## src/rtl/cmd_dispatcher.sv

```systemverilog
// Command dispatcher: parses header/payload words, updates draw registers,
// starts action units and reports errors and completed commands.
module cmd_dispatcher #(
    parameter int unsigned DATA_W      = 32,
    parameter int unsigned MAX_PAYLOAD = 8,
    parameter int unsigned NUM_UNITS   = 4,
    parameter int unsigned TIMEOUT_CYC = 65535
) (
    input  logic                          clk,
    input  logic                          rst_n,
    input  logic                          cmd_valid,
    input  logic [DATA_W-1:0]             cmd_data,
    output logic                          cmd_ready,
    output logic [NUM_UNITS-1:0]          unit_start,
    input  logic [NUM_UNITS-1:0]          unit_done,
    output logic [MAX_PAYLOAD*DATA_W-1:0] param_data,
    output logic [DATA_W-1:0]             color,
    output logic [4*DATA_W-1:0]           viewport,
    output logic                          busy,
    output logic                          err_valid,
    output logic [1:0]                    err_code,
    output logic [15:0]                   cmd_count
);

    localparam int unsigned IDX_W  = $clog2(MAX_PAYLOAD);
    localparam int unsigned WCNT_W = $clog2(TIMEOUT_CYC + 1);

    localparam logic [7:0] OP_NOP   = 8'h00;
    localparam logic [7:0] OP_COLOR = 8'h10;
    localparam logic [7:0] OP_VIEW  = 8'h11;

    localparam logic [1:0] ERR_OPCODE  = 2'd1;
    localparam logic [1:0] ERR_LENGTH  = 2'd2;
    localparam logic [1:0] ERR_TIMEOUT = 2'd3;

    typedef enum logic [2:0] {
        S_IDLE, S_PAYLOAD, S_EXEC, S_WAIT, S_DRAIN
    } state_t;

    state_t                r_state;
    logic [7:0]            r_opcode;
    logic [15:0]           r_len;
    logic [15:0]           r_count;
    logic [WCNT_W-1:0]     r_wait_cnt;
    logic [DATA_W-1:0]     r_buf [MAX_PAYLOAD];
    logic [DATA_W-1:0]     r_color;
    logic [4*DATA_W-1:0]   r_viewport;
    logic [NUM_UNITS-1:0]  r_unit_start;
    logic                  r_err_valid;
    logic [1:0]            r_err_code;
    logic [15:0]           r_cmd_count;

    logic                  w_accept;
    logic [7:0]            w_hdr_op;
    logic [15:0]           w_hdr_len;
    logic                  w_done;

    function automatic logic is_unit(input logic [7:0] op);
        return (op != 8'd0) && (op <= 8'(NUM_UNITS));
    endfunction

    function automatic logic [NUM_UNITS-1:0] start_vec(input logic [7:0] op);
        return is_unit(op) ? (NUM_UNITS'(1) << (op - 8'd1)) : '0;
    endfunction

    assign cmd_ready  = (r_state == S_IDLE) || (r_state == S_PAYLOAD) || (r_state == S_DRAIN);
    assign busy       = (r_state != S_IDLE);
    assign w_accept   = cmd_valid && cmd_ready;
    assign w_hdr_op   = cmd_data[31:24];
    assign w_hdr_len  = cmd_data[15:0];
    // Only the done bit of the unit that this command started matters.
    assign w_done     = |(unit_done & start_vec(r_opcode));

    assign unit_start = r_unit_start;
    assign color      = r_color;
    assign viewport   = r_viewport;
    assign err_valid  = r_err_valid;
    assign err_code   = r_err_code;
    assign cmd_count  = r_cmd_count;

    always_comb begin
        param_data = '0;
        for (int unsigned i = 0; i < MAX_PAYLOAD; i++) begin
            param_data[i*DATA_W +: DATA_W] = r_buf[i];
        end
    end

    // Dispatcher FSM with registered outputs.
    always_ff @(posedge clk or negedge rst_n) begin
        if (!rst_n) begin
            r_state      <= S_IDLE;
            r_opcode     <= '0;
            r_len        <= '0;
            r_count      <= '0;
            r_wait_cnt   <= '0;
            r_color      <= '0;
            r_viewport   <= '0;
            r_unit_start <= '0;
            r_err_valid  <= 1'b0;
            r_err_code   <= '0;
            r_cmd_count  <= '0;
            for (int unsigned i = 0; i < MAX_PAYLOAD; i++) begin
                r_buf[i] <= '0;
            end
        end else begin
            r_unit_start <= '0;
            r_err_valid  <= 1'b0;
            case (r_state)
                S_IDLE: begin
                    if (w_accept) begin
                        r_opcode <= w_hdr_op;
                        r_len    <= w_hdr_len;
                        r_count  <= '0;
                        if (w_hdr_len == 16'd0) begin
                            r_state      <= S_EXEC;
                            r_unit_start <= start_vec(w_hdr_op);
                        end else if (w_hdr_len <= 16'(MAX_PAYLOAD)) begin
                            r_state <= S_PAYLOAD;
                        end else begin
                            r_state <= S_DRAIN;
                        end
                    end
                end
                S_PAYLOAD: begin
                    if (w_accept) begin
                        r_buf[r_count[IDX_W-1:0]] <= cmd_data;
                        r_count <= r_count + 16'd1;
                        if (r_count == r_len - 16'd1) begin
                            r_state      <= S_EXEC;
                            r_unit_start <= start_vec(r_opcode);
                        end
                    end
                end
                S_DRAIN: begin
                    if (w_accept) begin
                        r_count <= r_count + 16'd1;
                        if (r_count == r_len - 16'd1) begin
                            r_state     <= S_IDLE;
                            r_err_valid <= 1'b1;
                            r_err_code  <= ERR_LENGTH;
                        end
                    end
                end
                S_EXEC: begin
                    r_state <= S_IDLE;
                    if (is_unit(r_opcode)) begin
                        r_state    <= S_WAIT;
                        r_wait_cnt <= '0;
                    end else begin
                        case (r_opcode)
                            OP_NOP: r_cmd_count <= r_cmd_count + 16'd1;
                            OP_COLOR: begin
                                if (r_len >= 16'd1) begin
                                    r_color     <= r_buf[0];
                                    r_cmd_count <= r_cmd_count + 16'd1;
                                end else begin
                                    r_err_valid <= 1'b1;
                                    r_err_code  <= ERR_LENGTH;
                                end
                            end
                            OP_VIEW: begin
                                if (r_len >= 16'd4) begin
                                    r_viewport  <= {r_buf[3], r_buf[2], r_buf[1], r_buf[0]};
                                    r_cmd_count <= r_cmd_count + 16'd1;
                                end else begin
                                    r_err_valid <= 1'b1;
                                    r_err_code  <= ERR_LENGTH;
                                end
                            end
                            default: begin
                                r_err_valid <= 1'b1;
                                r_err_code  <= ERR_OPCODE;
                            end
                        endcase
                    end
                end
                S_WAIT: begin
                    if (w_done) begin
                        r_state     <= S_IDLE;
                        r_cmd_count <= r_cmd_count + 16'd1;
                    end else if (r_wait_cnt == WCNT_W'(TIMEOUT_CYC - 1)) begin
                        r_state     <= S_IDLE;
                        r_err_valid <= 1'b1;
                        r_err_code  <= ERR_TIMEOUT;
                    end else begin
                        r_wait_cnt <= r_wait_cnt + WCNT_W'(1);
                    end
                end
                default: r_state <= S_IDLE;
            endcase
        end
    end

endmodule

```

## config.mk

```make
export PLATFORM = sky130hd
export DESIGN_NAME = cmd_dispatcher
export DESIGN_NICKNAME = d
export VERILOG_FILES = /design/src/rtl/cmd_dispatcher.sv
export SDC_FILE = /design/constraint.sdc
export NUM_CORES = 1
export LEC_CHECK = 0
export BUFFER_PORTS_ARGS = -buffer_cell sky130_fd_sc_hd__buf_2
export CORE_MARGIN = 2
export CORE_UTILIZATION = 50
export DETAILED_ROUTE_END_ITERATION = 16
export HOLD_SLACK_MARGIN = 0.08
export PLACE_DENSITY_LB_ADDON = 0.3
export SLEW_MARGIN = 20
export SYNTH_ARGS = -nofsm -noshare
export SYNTH_HDL_FRONTEND = slang
export SYNTH_SLANG_ARGS = --single-unit
```

## constraint.sdc

```tcl
create_clock -name clk -period 5 [get_ports clk]
set_input_delay 1 -clock clk [delete_from_list [all_inputs] [get_ports clk]]
set_output_delay 1 -clock clk [all_outputs]
set_load 0.01 [all_outputs]
```

==> out/metrics.cfg, run 1 <==
[timing]
fin_setup_tns_ns = 0
setup_violations = 0
rsz0062_at_grt = false
min_period_ns = 3.50
timing.slew.headroom_pct = 25.9
finalMaxSlewViolations = 0
skew_ns = 0.0146
tightest_slew_ns = 1.11
max_freq_mhz = 285
hold_viol_final = 0
fin_crit_sh_pct = 70.1

[synthesis]
synthTopCellsByArea = dfrtp_1, mux2_2, xor2_1
synth_seq_cells = 498
synthArstFlopShare_pct = 100
synth_common_cells = dfrtp_1, mux2_2, clkbuf_1, nand2_1, nor2_1
ys_warn_count = 0
synth_fp_nets = 1488
syn_avg_cell_area_um2 = 14.2
yosys_most_used_dff = dfrtp_1
yosysTopAreaCell = dfrtp_1
synth_top_area_share_pct = 61.1
synth-seq-area-share_pct = 61.1
netlist_instances = 1438
synth_area_um2 = 20400
synth_edf_count = 0
yosysMostFrequentCell = dfrtp_1
ys_types = 63

[die]
boundaryPins = 480
dieArea_um2 = 42400
core_um2 = 40000
start_util_pct = 51.0
rows = 73
fp.dieH_um = 206
die_w_um = 206

[detailed_routing]
wirelength_um = 56300
final_antenna_net_count = 0
wl_per_cell_um = 22.9
drt_iter0_drc = 985
vias = 13895
firstDrtPassIters = 5
via_per_inst = 5.64
drc = 0

[global_routing]
grt_pass1_wl_um = 85200
grtUsageTotal_pct = 26.3
grt.overflow.total = 0
grt_start_max_net_pins = 106
antenna_found_initial = 0
grt_pass1_vias = 14084

[clock_network]
clkTransAtPathRegs_ns = 0.07
cts.repair.resized = 0
clk_latency_ns = 0.60
cts_buffers = 50
cts_sinks = 498
cts_tree = built
cts_root_buffer = clkbuf_16
cts_hold_buf = 0
postCtsSetupRepairBufs = 0
clk_path_buf_depth = 3
htreeDepth = 2

[power_and_ir_drop]
total_power_mw = 11.7
p_leak_nw = 13.2
p_per_area_nw_per_um2 = 469
peakVddDrop_uv = 334

[placement]
gp_congestion = 0.870
port_buffers = 479
dp_hpwl_um = 39100

[final_layout]
fin_nets = 1949
fill_cells = 3095
drive_above_1_share_pct = 52.9
antenna_cells = 0
syn_to_final_growth_pct = 22.6

[setup_path]
cp_max_fo = 8
cp.arrival_ns = 4.00
worst_ep_required_time_ns = 5.50
crit_type = register to register
crit_path_start_kind = register
cp-end-kind = register
r2r_setup_slack_ns = 1.50

[run_status]
status = completed

[hold_path]
hp-class = register to register

[job]
maxCapViolations = 0

area by class of cell:
| class | instances | area [µm²] | share of cell area (%) |
|---|---|---|---|
| sequential | 498 | 12500 | 49.8 |
| clock buffer | 75 | 1440 | 5.74 |
| inverter | 18 | 67.6 | 0.270 |
| multi-input combinational | 831 | 7550 | 30.2 |
| timing repair buffer | 500 | 2690 | 10.7 |
| clock inverter | 15 | 149 | 0.595 |
| tap | 525 | 657 | 2.63 |
where the power goes:
group          total, mW  internal (mW)  switching (mW)
combinational       2.60           1.23            1.37
clock               3.66           2.09            1.57
sequential          5.48           4.73           0.749
path summary, 6_finish.rpt:
check	start	endpoint	cells after the start
setup / recovery	r_len[0]$_DFFE_PN0P_	unit_start[1]$_DFF_PN0_	8
setup reg to reg	r_len[0]$_DFFE_PN0P_	unit_start[1]$_DFF_PN0_	8
hold reg to reg	cmd_count[15]$_DFFE_PN0P_	cmd_count[15]$_DFFE_PN0P_	1
max in group asynchronous	rst_n	param_data[115]$_DFFE_PN0P_	2
hold / removal	cmd_count[15]$_DFFE_PN0P_	cmd_count[15]$_DFFE_PN0P_	1
min in group asynchronous	rst_n	cmd_count[5]$_DFFE_PN0P_	1
per-stage QoR:
step / worst slack [ns] / std cells / hold slack, ns / cell area, µm² / utilization, %
CTS: 1.54 / 2461 / 0.468 / 25000 / 62.5
finish: 1.50 / 2462 / 0.463 / 25000 / 62.5
global placement: 1.68 / 2369 / 0.454 / 23400 / 58.4
detailed placement: 1.55 / 2371 / 0.456 / 23400 / 58.5
floorplan: 1.76 / 1438 / 0.496 / 20400 / -
global route: 1.30 / 2462 / 0.499 / 25000 / 62.5
cells in the final DEF (no fill, tap or decap), drive strengths merged, types with 5 or more instances in the layout:
cell type,count
buf,500
dfrtp,498
mux2,431
clkbuf,75
nand2,48
nor2,37
xor2,34
nand3,22
o21ai,20
inv,20
a21oi,18
or4,18
nand4,14
xnor2,14
and3,13
o31ai,12
nor4,12
and2,11
a211oi,11
ha,11
or3,11
nand2b,10
nor3,10
clkinv,9
o41ai,5
a31oi,5
nor2b,5
a2111oi,5
cell families (layout without fill, tap and decap cells):
family	after synthesis	in the layout	synth area share, %
flip-flops	498	498	61.1
multiplexers	433	433	24.0
AND/OR/NAND/NOR	231	231	6.21
buffers and inverters	109	608	2.13
AO/OA/AOI/OAI	107	107	3.75
XOR/XNOR	49	49	2.17
adder cells (fa/ha/maj)	11	11	0.675
layer usage:
layer  vias to the layer above  track usage, %  share of wire [%]
li1                       6069               -                  -
met1                      7282            34.9                 42
met2                       456            43.3                 49
met3                        88            6.54                6.8
met4                         0            7.14                2.4
met5                         -               0                  0
registers in the layout, indices dropped and copies added, names as in the netlist:
name and flops:
err_code 2, r_state 3, r_opcode 8, r_len 16
param_data 256, unit_start 4, err_valid 1, color 32
r_count 16, r_wait_cnt 16, cmd_count 16, viewport 128
worst max-delay path: stages, from the launching register on:
cell,delay [ns]
dfrtp_1,0.44
inv_1,0.10
ha_1,0.24
or3b_1,0.50
or4_1,0.50
a2111oi_0,0.41
nand4_1,0.26
or4_1,0.62
o32ai_1,0.34
(Power assumes the default switching activity.)
==> run 2: changes to the inputs <==
Clock period 5 ns to 3.64 ns, I/O delays scaled along.
==> run 2 against run 1 <==
  * Combinational power grew 40%
  * Core utilization is 0.68 points higher
  * Sequential share of layout area shrank 0.54 points
  * Clock skew down 0.0032 ns
  * Global-route usage shrank 0.14 points
  * Critical path depth is the same
  * Fmax grew 7.8%
  * First-iteration DRC count decreased by 22%
  * Final cell count increased by 0.53%
  * Hold slack worse by 0.34 ns
  * Cell area up 1.1%
  * Count of clock-buffer cells in the layout is 3 lower
  * Highest routed layer unchanged
  * Critical endpoint unchanged
==> out/metrics.cfg, run 2 (synthesized netlist as in run 1, its figures left out) <==
[power_and_ir_drop]
peakVddDrop_uv = 413  ; +24%
p_per_area_nw_per_um2 = 661  ; +41%
p_leak_nw = 13.3  ; +1.1%

[global_routing]
antenna_found_initial = 3  ; +3
grt_pass1_vias = 14118  ; +0.24%
grtUsageTotal_pct = 26.2  ; -0.14 points
grt.overflow.total = 0  ; unchanged
grt_start_max_net_pins = 73  ; -31%
grt_pass1_wl_um = 84400  ; -0.92%

[clock_network]
cts_buffers = 51  ; +2.0%
cts_root_buffer = clkbuf_16
htreeDepth = 2  ; unchanged
clk_latency_ns = 0.59  ; about the same
cts_sinks = 498  ; unchanged
cts_tree = built
clk_path_buf_depth = 3  ; unchanged
postCtsSetupRepairBufs = 0  ; unchanged
clkTransAtPathRegs_ns = 0.06  ; about the same

[detailed_routing]
via_per_inst = 5.64  ; about the same
wl_per_cell_um = 22.9  ; about the same
wirelength_um = 56600  ; +0.51%
vias = 13965  ; +0.50%
drc = 0  ; unchanged
final_antenna_net_count = 0  ; unchanged
drt_iter0_drc = 767  ; -22%
firstDrtPassIters = 5  ; unchanged

[setup_path]
cp-end-kind = register
cp.arrival_ns = 3.74  ; -0.26 ns
reg2reg_depth = 8  ; unchanged
crit_type = register to register
r2r_setup_slack_ns = 0.39  ; -1.11 ns
rr_startpoint = r_len[0]$_DFFE_PN0P_
r2r-end = unit_start[1]$_DFF_PN0_
worst_ep_required_time_ns = 4.13  ; -1.37 ns
cp_max_fo = 6  ; -2
crit_path_start_kind = register

[final_layout]
fill_cells = 3037  ; -1.9%
final_common_cell = dfrtp_1
largest_reg_flops = 256  ; unchanged
syn_to_final_growth_pct = 24.0
drive_above_1_share_pct = 53.5  ; +0.60 points
seq_area_um2 = 12500  ; unchanged
fin_nets = 1958  ; +0.46%
multiInputGateArea_um2 = 7560  ; about the same
final_cell_mix = dfrtp_1, buf_2, mux2_2, clkbuf_16, nand2_1

[timing]
fin_setup_tns_ns = 0  ; unchanged
setup_violations = 0  ; unchanged
max_freq_mhz = 308  ; +7.8%
timing.slew.headroom_pct = 38.4  ; +13 points
tightest_slew_ns = 0.924  ; -0.188 ns
skew_ns = 0.0113  ; -0.00324 ns
hold_viol_final = 0  ; unchanged
min_period_ns = 3.25  ; -0.254 ns
rsz0062_at_grt = false
setup_slack_ns = 0.391  ; -1.11 ns
finalMaxSlewViolations = 0  ; unchanged
fin_crit_sh_pct = 89.3  ; +19 points

[placement]
gp_congestion = 0.878  ; +0.95%
port_buffers = 479  ; unchanged
place_ws_ns = 0.332  ; -1.22 ns
dp_hpwl_um = 39100  ; about the same

[job]
maxCapViolations = 0  ; unchanged

[die]
core_um2 = 40000  ; unchanged
boundaryPins = 480  ; unchanged
rows = 73  ; unchanged
fp.dieH_um = 206  ; unchanged
start_util_pct = 51.0  ; unchanged
dieArea_um2 = 42400  ; unchanged
die_w_um = 206  ; unchanged

[run_status]
status = completed

[hold_path]
hp-class = input pin to async pin

## run 2: cell types whose count changed in the layout (fill, tap and decap cells not counted), moves of 2 or more
cell / previous run / this run
bufinv_16: 2 / 8
clkbuf_16: 51 / 53
clkinv_2: 9 / 11
clkbuf_1: 17 / 12
buf_4: 12 / 20
## run 2: per-stage QoR
step,cells,utilization [%],hold WS (ns),power [mW],instance area (µm²)
2_1_floorplan,1438,-,0.432,9.40,20400
3_5_place_dp,2380,58.7,0.468,11.2,23500
5_1_grt,2475,63.2,0.156,17.5,25300
4_1_cts,2474,63.2,0.136,16.8,25300
3_3_place_gp,2380,58.7,0.456,11.0,23500
6_report,2475,63.2,0.123,16.7,25300
## run 2: area by class of cell
cell class / instances / area share, %
Clock buffer: 72 / 5.81
Antenna cell: 1 / 0.00990
Tap cell: 525 / 2.60
Timing Repair Buffer: 508 / 10.8
Inverter: 18 / 0.267
Clock inverter: 22 / 1.31
Multi-Input combinational cell: 831 / 29.9
Sequential cell: 498 / 49.3
## run 2: what timing repair did
item,4_1_cts,5_1_grt
setup endpoints to repair,0,2
gates resized for setup,0,1
hold buffers,0,0
## run 2: worst max-delay path: stages, from the launching register on
cell,delay [ns]
dfrtp_1,0.43
inv_1,0.10
ha_1,0.24
or3b_1,0.38
or4_1,0.47
a2111oi_0,0.43
nand4_1,0.26
or4_4,0.53
o32ai_1,0.30
## run 2: worst max-delay path by stage
stage,from,endpoint,slack (ns),cells past startpoint
2_1_floorplan,r_len[0]$_DFFE_PN0P_,unit_start[0]$_DFF_PN0_,0.53,10
3_3_place_gp,r_len[0]$_DFFE_PN0P_,unit_start[1]$_DFF_PN0_,0.42,8
3_5_place_dp,r_len[0]$_DFFE_PN0P_,unit_start[1]$_DFF_PN0_,0.33,8
4_1_cts,r_len[0]$_DFFE_PN0P_,unit_start[1]$_DFF_PN0_,0.32,8
5_1_grt,r_len[0]$_DFFE_PN0P_,unit_start[1]$_DFF_PN0_,0.11,8
6_report,r_len[0]$_DFFE_PN0P_,unit_start[1]$_DFF_PN0_,0.39,8
## run 2: report_power, final
group          switching, mW  total [mW]  internal, mW
combinational           1.93        3.63          1.70
sequential              1.01        7.51          6.50
clock                   2.20        5.58          3.38
total                   5.14        16.7          11.6
## run 2: metal layers
layer,up-vias,wire (µm),GRT usage [%],share of wire [%]
met5,-,0,0,0
met4,0,1660,9.06,2.9
met3,100,3980,6.10,7.0
met2,522,27300,42.4,48
met1,7245,23600,34.8,42
li1,6098,-,-,-
